**config.mk**
```make
export PLATFORM = sky130hd
export DESIGN_NAME = oh_cellchk
export DESIGN_NICKNAME = d
export VERILOG_FILES = /design/src/rtl/oh_cellchk.sv
export SDC_FILE = /design/constraint.sdc
export NUM_CORES = 1
export LEC_CHECK = 0
export CAP_MARGIN = 20
export CORE_MARGIN = 8
export CORE_UTILIZATION = 50
export CTS_BUF_LIST = sky130_fd_sc_hd__clkbuf_16
export CTS_CLUSTER_DIAMETER = 60
export DETAILED_ROUTE_END_ITERATION = 16
export PLACE_DENSITY = 0.77
export SLEW_MARGIN = 40
export SYNTH_ARGS = -nofsm -noshare
export SYNTH_HDL_FRONTEND = slang
export SYNTH_SLANG_ARGS = --single-unit
export TNS_END_PERCENT = 100
```
**constraint.sdc**
```tcl
create_clock -name clk -period 3.8 [get_ports clk]
set_input_delay 0.57 -clock clk [delete_from_list [all_inputs] [get_ports clk]]
set_output_delay 0.57 -clock clk [all_outputs]
set_load 0.03 [all_outputs]
```
**src/rtl/oh_cellchk.sv**
```systemverilog
// oh_cellchk -- directed-vector checker for a single N-input logic cell.
//
// A run starts with a start pulse. Vectors arrive over a valid/ready
// handshake. Each accepted vector is driven onto the cell inputs (dut_in),
// allowed SETTLE cycles to propagate, and then the cell output z is compared
// once against the FUNC reduction of the applied vector. Matches and
// mismatches are counted with saturating counters. The first mismatching
// vector is captured, and a sticky error flag is raised. The run ends after
// the vector tagged vec_last has been compared.
//
// Parameters:
//   N      : cell input count (1..8)
//   FUNC   : "nand" | "nor" | "and" | "or" | "xor" | "xnor"
//   SETTLE : cycles from applying a vector to sampling z (0..255)
//   CW     : width of pass_count / fail_count
//
// Ports:
//   clk, reset            : clock and synchronous active-high reset
//   start                 : begin a run (honoured in IDLE or DONE only)
//   vec_valid/vec_in/vec_last, vec_ready : stimulus handshake
//   dut_in                : registered drive to the cell under test
//   z                     : observed cell output
//   busy, done            : run status (done held until the next start)
//   pass_count, fail_count: saturating result counters
//   first_fail_vec, error : first mismatching vector, sticky mismatch flag
module oh_cellchk #(
  parameter int    N      = 2,
  parameter string FUNC   = "nand",
  parameter int    SETTLE = 4,
  parameter int    CW     = 16
) (
  input  logic          clk,
  input  logic          reset,
  input  logic          start,
  input  logic          vec_valid,
  input  logic [N-1:0]  vec_in,
  input  logic          vec_last,
  output logic          vec_ready,
  output logic [N-1:0]  dut_in,
  input  logic          z,
  output logic          busy,
  output logic          done,
  output logic [CW-1:0] pass_count,
  output logic [CW-1:0] fail_count,
  output logic [N-1:0]  first_fail_vec,
  output logic          error
);

  localparam logic [2:0] F_NAND = 3'd0;
  localparam logic [2:0] F_NOR  = 3'd1;
  localparam logic [2:0] F_AND  = 3'd2;
  localparam logic [2:0] F_OR   = 3'd3;
  localparam logic [2:0] F_XOR  = 3'd4;
  localparam logic [2:0] F_XNOR = 3'd5;
  localparam logic [2:0] F_BAD  = 3'd7;

  localparam logic [2:0] FUNC_SEL =
      (FUNC == "nand") ? F_NAND :
      (FUNC == "nor")  ? F_NOR  :
      (FUNC == "and")  ? F_AND  :
      (FUNC == "or")   ? F_OR   :
      (FUNC == "xor")  ? F_XOR  :
      (FUNC == "xnor") ? F_XNOR : F_BAD;

  // An unknown FUNC can never produce a trustworthy verdict, so error is
  // pinned high for the life of the instance.
  localparam logic FUNC_BAD = (FUNC_SEL == F_BAD);

  localparam logic          SETTLE_ZERO = (SETTLE == 0);
  localparam logic [7:0]    SETTLE_M1   = (SETTLE > 0) ? 8'(SETTLE - 1) : 8'd0;
  localparam logic [CW-1:0] CNT_MAX     = {CW{1'b1}};

  if (FUNC_BAD) begin : g_bad_func
    $fatal(1, "oh_cellchk: FUNC is not one of nand/nor/and/or/xor/xnor");
  end

  typedef enum logic [2:0] {
    S_IDLE    = 3'd0,
    S_ACCEPT  = 3'd1,
    S_SETTLE  = 3'd2,
    S_COMPARE = 3'd3,
    S_DONE    = 3'd4
  } state_t;

  // Expected cell output for an applied vector.
  function automatic logic cell_ref_f(input logic [N-1:0] v);
    logic r;
    case (FUNC_SEL)
      F_NAND:  r = ~(&v);
      F_NOR:   r = ~(|v);
      F_AND:   r = &v;
      F_OR:    r = |v;
      F_XOR:   r = ^v;
      F_XNOR:  r = ~(^v);
      default: r = 1'b0;
    endcase
    return r;
  endfunction

  state_t        state_q, state_d;
  logic [7:0]    settle_cnt_q, settle_cnt_d;
  logic          last_q, last_d;
  logic [N-1:0]  dut_in_q, dut_in_d;
  logic [CW-1:0] pass_count_q, pass_count_d;
  logic [CW-1:0] fail_count_q, fail_count_d;
  logic [N-1:0]  first_fail_vec_q, first_fail_vec_d;
  logic          error_q, error_d;
  logic          vec_ready_q, vec_ready_d;
  logic          busy_q, busy_d;
  logic          done_q, done_d;
  logic          expected_s;

  assign expected_s = cell_ref_f(dut_in_q);

  // Next-state, datapath and registered-output decode.
  always_comb begin
    state_d          = state_q;
    settle_cnt_d     = settle_cnt_q;
    last_d           = last_q;
    dut_in_d         = dut_in_q;
    pass_count_d     = pass_count_q;
    fail_count_d     = fail_count_q;
    first_fail_vec_d = first_fail_vec_q;
    error_d          = error_q | FUNC_BAD;

    case (state_q)
      S_IDLE, S_DONE: begin
        if (start) begin
          state_d          = S_ACCEPT;
          pass_count_d     = {CW{1'b0}};
          fail_count_d     = {CW{1'b0}};
          first_fail_vec_d = {N{1'b0}};
          error_d          = FUNC_BAD;
        end else begin
          state_d = state_q;
        end
      end
      S_ACCEPT: begin
        if (vec_valid && vec_ready_q) begin
          dut_in_d = vec_in;
          last_d   = vec_last;
          if (SETTLE_ZERO) begin
            state_d = S_COMPARE;
          end else begin
            state_d      = S_SETTLE;
            settle_cnt_d = SETTLE_M1;
          end
        end else begin
          state_d = S_ACCEPT;
        end
      end
      S_SETTLE: begin
        if (settle_cnt_q == 8'd0) begin
          state_d = S_COMPARE;
        end else begin
          settle_cnt_d = settle_cnt_q - 8'd1;
        end
      end
      S_COMPARE: begin
        // Case equality so an X/Z on z is scored as a mismatch.
        if (z === expected_s) begin
          if (pass_count_q != CNT_MAX) begin
            pass_count_d = pass_count_q + CW'(1);
          end else begin
            pass_count_d = pass_count_q;
          end
        end else begin
          if (fail_count_q != CNT_MAX) begin
            fail_count_d = fail_count_q + CW'(1);
          end else begin
            fail_count_d = fail_count_q;
          end
          error_d = 1'b1;
          if (!error_q) begin
            first_fail_vec_d = dut_in_q;
          end else begin
            first_fail_vec_d = first_fail_vec_q;
          end
        end
        state_d = last_q ? S_DONE : S_ACCEPT;
      end
      default: begin
        state_d = S_IDLE;
      end
    endcase

    // Status flags are registered, so they are decoded from the next state.
    vec_ready_d = (state_d == S_ACCEPT);
    busy_d      = (state_d == S_ACCEPT) || (state_d == S_SETTLE) ||
                  (state_d == S_COMPARE);
    done_d      = (state_d == S_DONE);
  end

  // State and output registers with synchronous reset.
  always_ff @(posedge clk) begin
    if (reset) begin
      state_q          <= S_IDLE;
      settle_cnt_q     <= 8'd0;
      last_q           <= 1'b0;
      dut_in_q         <= {N{1'b0}};
      pass_count_q     <= {CW{1'b0}};
      fail_count_q     <= {CW{1'b0}};
      first_fail_vec_q <= {N{1'b0}};
      error_q          <= FUNC_BAD;
      vec_ready_q      <= 1'b0;
      busy_q           <= 1'b0;
      done_q           <= 1'b0;
    end else begin
      state_q          <= state_d;
      settle_cnt_q     <= settle_cnt_d;
      last_q           <= last_d;
      dut_in_q         <= dut_in_d;
      pass_count_q     <= pass_count_d;
      fail_count_q     <= fail_count_d;
      first_fail_vec_q <= first_fail_vec_d;
      error_q          <= error_d;
      vec_ready_q      <= vec_ready_d;
      busy_q           <= busy_d;
      done_q           <= done_d;
    end
  end

  assign vec_ready      = vec_ready_q;
  assign dut_in         = dut_in_q;
  assign busy           = busy_q;
  assign done           = done_q;
  assign pass_count     = pass_count_q;
  assign fail_count     = fail_count_q;
  assign first_fail_vec = first_fail_vec_q;
  assign error          = error_q;

endmodule

```
==> key figures <==
Routing
  – # DRC: 0
  – DR iter-0 viols: 183
  – Total Wirelength: 6.318 mm
  – Post-DR wirelength/cell: 14.97 µm
  – DR vias: 2488
  – Via density: 5.896
  – Post-route ant nets: 0
  – Pre-antenna DRT Iters: 4

Worst setup path
  – Reg2reg end: fail_count[15]$_SDFFE_PP0P_
  – Largest delay share family, worst path: simple AND/OR/NAND/NOR gates
  – Reg2reg setup slack: 1390 ps
  – Data required, critical path: 4020 ps
  – Crit path cell chain: clkdlybuf4s50_1 > nor3b_2 > a31oi_1 > a21o_1 > or4_1 > a21oi_1
  – CP bufs+invs: 1
  – CP max-delay cell: clkdlybuf4s50_1
  – CP startpoint kind: input pin
  – Crit end category: flip-flop
  – Worst-path maximum fanout: 19
  – R2r worst-path depth: 5
  – Crit path launch: start
  – Reg-to-Reg Start: state_q[0]$_SDFF_PP0_
  – Crit-path max cell delay: 530 ps
  – Critical path class: in2reg
  – CP arrival: 2820 ps

Clock tree
  – Post_cts resized: 0
  – CTS Sinks: 52
  – H-tree levels: 2
  – Clock tree buffer depth: 2
  – Setup Buffers After CTS: 0
  – CTS Buf Count: 5
  – Clock Latency Late Sink: 290 ps
  – Root Driver: clkbuf_16
  – CTS tree: done
  – CTS clk-pin slew, worst paths: 60 ps
  – # hold bufs at CTS: 0

Floorplanning
  – Starting Density: 51.22%
  – Core area: 0.005042 mm²
  – Chip height: 87.87 µm
  – Die X: 87.87 µm
  – Die area: 0.007720 mm²
  – Ports: 48
  – Row cnt: 26

STA
  – Final period utilization: 68.32%
  – Slew @ Worst Pin: 721.3 ps
  – Setup TNS: 0 ps
  – Post-route worst setup slack: 1204 ps
  – Max-slew headroom: 51.73%
  – Max Transition Viols Final: 0
  – Period minus WS final: 2596 ps
  – RSZ-0062 raised after global routing: no
  – # setup viols final: 0
  – Final setup skew: 1.719 ps
  – Fmax: 385.2 MHz
  – Hold Fails Final Rpt: 0

Power and ir drop
  – PD cells: 341.2 mW/mm²
  – Reg power frac: 51.5%
  – NetSw: 0.0002635 W
  – VDD IR max: 0.0002486 V
  – Sw Ratio: 24.00%
  – P_int: 0.0008344 W
  – LEAKAGE: 1.031 nW
  – Clk pwr share: 38.6%
  – Comb pwr share: 9.9%

Placement
  – Port Buf Inserts: 47
  – GPL Wtd Cong: 0.8518
  – Place WS: 953.6 ps
  – Placed wire-length estimate: 4.572 mm
  – Placed inst area: 0.003080 mm²

GRT
  – First-pass GRT wire length: 10.61 mm
  – Gr usage total: 16.79%
  – Largest net degree at the start of global routing: 30
  – Grt total ovfl: 0
  – Number of global-route vias before repair: 2295
  – Initial antenna violation count: 0

Hold path
  – Hold depth: 2
  – Hold Path Sink: settle_cnt_q[7]$_SDFFE_PP0P_
  – Hold Crit Start: settle_cnt_q[7]$_SDFFE_PP0P_
  – Worst min-delay path class: reg2reg

Synth
  – EDFF count, synth: 0
  – Syn Inst Count: 312
  – Synth Flop Type: dfxtp_1
  – FFs w/ async S/R, synth: 0%
  – Yosys cell types: 46
  – Sequential area share after synthesis: 40.31%
  – Syn nets: 323
  – Syn Area/Cell: 8.277 µm²
  – YS warnings: 0
  – Post-Syn Area: 0.002582 mm²
  – Synthesized flop and latch total: 52

Job
  – Max Cap Viol: 0

Cells and area
  – Fin area: 0.003218 mm²
  – Final Util: 63.82%
  – Final #Nets: 363
  – Ant diodes: 0
  – Syn-to-layout area delta: 24.61%
  – Ratio of cells with drive above 1 in the final layout: 4.830%

Run status
  – Status: complete, no violations
==> how the worst max path moves through the flow <==
stage | end | slack [ps] | cells after the start
3_5_place_dp | fail_count[9]$_SDFFE_PP0P_ | 950 | 6
3_3_place_gp | fail_count[15]$_SDFFE_PP0P_ | 1040 | 6
5_1_grt | fail_count[15]$_SDFFE_PP0P_ | 1040 | 6
2_1_floorplan | pass_count[15]$_SDFFE_PP0P_ | 1790 | 6
4_1_cts | fail_count[9]$_SDFFE_PP0P_ | 1250 | 6
6_report | fail_count[15]$_SDFFE_PP0P_ | 1200 | 6
==> layout make-up <==
cell class	instances	area (µm²)
Multi-Input combinational cell	241	1459
Clock buffer	5	125.1
Inverter	3	11.26
Sequential cell	52	1041
Timing Repair Buffer	49	485.5
Tap cell	70	87.58
Clock inverter	2	8.758
Fill cell	427	1824
==> placed cells by master (no fill, tap or decap), types with 2 or more instances in the layout <==
master and instances:
nand2_1 32, nand3_1 15, nand2b_1 3, clkbuf_16 5
o31ai_1 10, nor4b_1 2, a21o_1 2, nor3b_1 2
o211ai_1 2, nand3b_1 3, and3_1 4, nand4_1 11
a21oi_1 32, inv_1 4, nor2b_1 2, a31o_2 3
mux2i_1 7, or4_1 11, a211oi_1 2, nor2_1 23
nor3_1 5, clkdlybuf4s50_1 47, buf_4 2, nor4_1 8
or3_1 17, o21ai_0 13, xnor2_1 7, ha_1 3
and4_1 7, dfxtp_1 52
==> stage by stage <==
| step | total power, W | std cells | hold slack (ps) |
|---|---|---|---|
| 2_1_floorplan | 0.0006551 | 312 | 443.8 |
| 3_3_place_gp | 0.0006827 | 415 | 457.4 |
| 3_5_place_dp | 0.0006852 | 415 | 468.9 |
| 4_1_cts | 0.001103 | 422 | 478.6 |
| 5_1_grt | 0.001139 | 422 | 506.7 |
| 6_report | 0.001098 | 422 | 486.1 |
==> power by group through the flow <==
stage                     Combinational (W)  Clock [W]  Sequential [W]
after floorplan                   0.0000745          0        0.000581
after global placement             0.000105          0        0.000578
after detailed placement           0.000107          0        0.000578
after CTS                          0.000108   0.000429        0.000566
after global routing               0.000120   0.000451        0.000568
final                              0.000109   0.000424        0.000566
==> worst reg2reg max path: stages (launching register included) <==
cell	delay (ps)
dfxtp_1	490
and3b_1	540
a31oi_1	260
a21o_1	380
or4_1	530
a21oi_1	140
==> cell usage after synthesis (2+ instances only) <==
cell type / n / area share, %
nand2b_1: 3 / 0.73
a31o_2: 3 / 1.0
nor3b_1: 2 / 0.58
and3_1: 4 / 0.97
mux2i_1: 7 / 2.7
xnor2_1: 7 / 2.4
nor3_1: 5 / 0.97
inv_1: 3 / 0.44
or3_1: 17 / 4.1
o211ai_1: 2 / 0.58
nor2_1: 23 / 3.3
or4_1: 11 / 3.2
nand3_1: 15 / 2.9
ha_1: 3 / 1.5
buf_1: 2 / 0.29
o31ai_1: 10 / 2.9
a211oi_1: 2 / 0.58
buf_2: 6 / 1.2
nand2_1: 32 / 4.7
a21oi_1: 32 / 6.2
nor2b_1: 2 / 0.48
o21ai_0: 13 / 2.5
a21o_1: 2 / 0.58
nand4_1: 11 / 2.7
dfxtp_1: 52 / 40
nor4_1: 8 / 1.9
nor4b_1: 2 / 0.68
and4_1: 7 / 2.4
nand3b_1: 3 / 0.87
clkbuf_1: 7 / 1.0
==> kinds of logic after synthesis <==
| group | after synthesis | synth area share (%) |
|---|---|---|
| flip-flops | 52 | 40.31 |
| AO/OA/AOI/OAI | 71 | 16.71 |
| AND/OR/NAND/NOR | 153 | 33.09 |
| XOR/XNOR | 7 | 2.374 |
| buffers and inverters | 19 | 3.343 |
| multiplexers | 7 | 2.713 |
| adder cells (fa/ha/maj) | 3 | 1.454 |
==> flip-flops by register name (all words and copies together), names as in the netlist, 2 cells and up <==
signal          count
dut_in              2
fail_count         16
first_fail_vec      2
pass_count         16
settle_cnt_q        8
state_q             3
==> layer usage <==
metal,GRT usage (%),wire length [µm]
met2,28.80,3151
met1,19.78,2748
met4,4.688,91
met5,0,0
met3,4.784,326
Power figures use the tool's default switching activity.
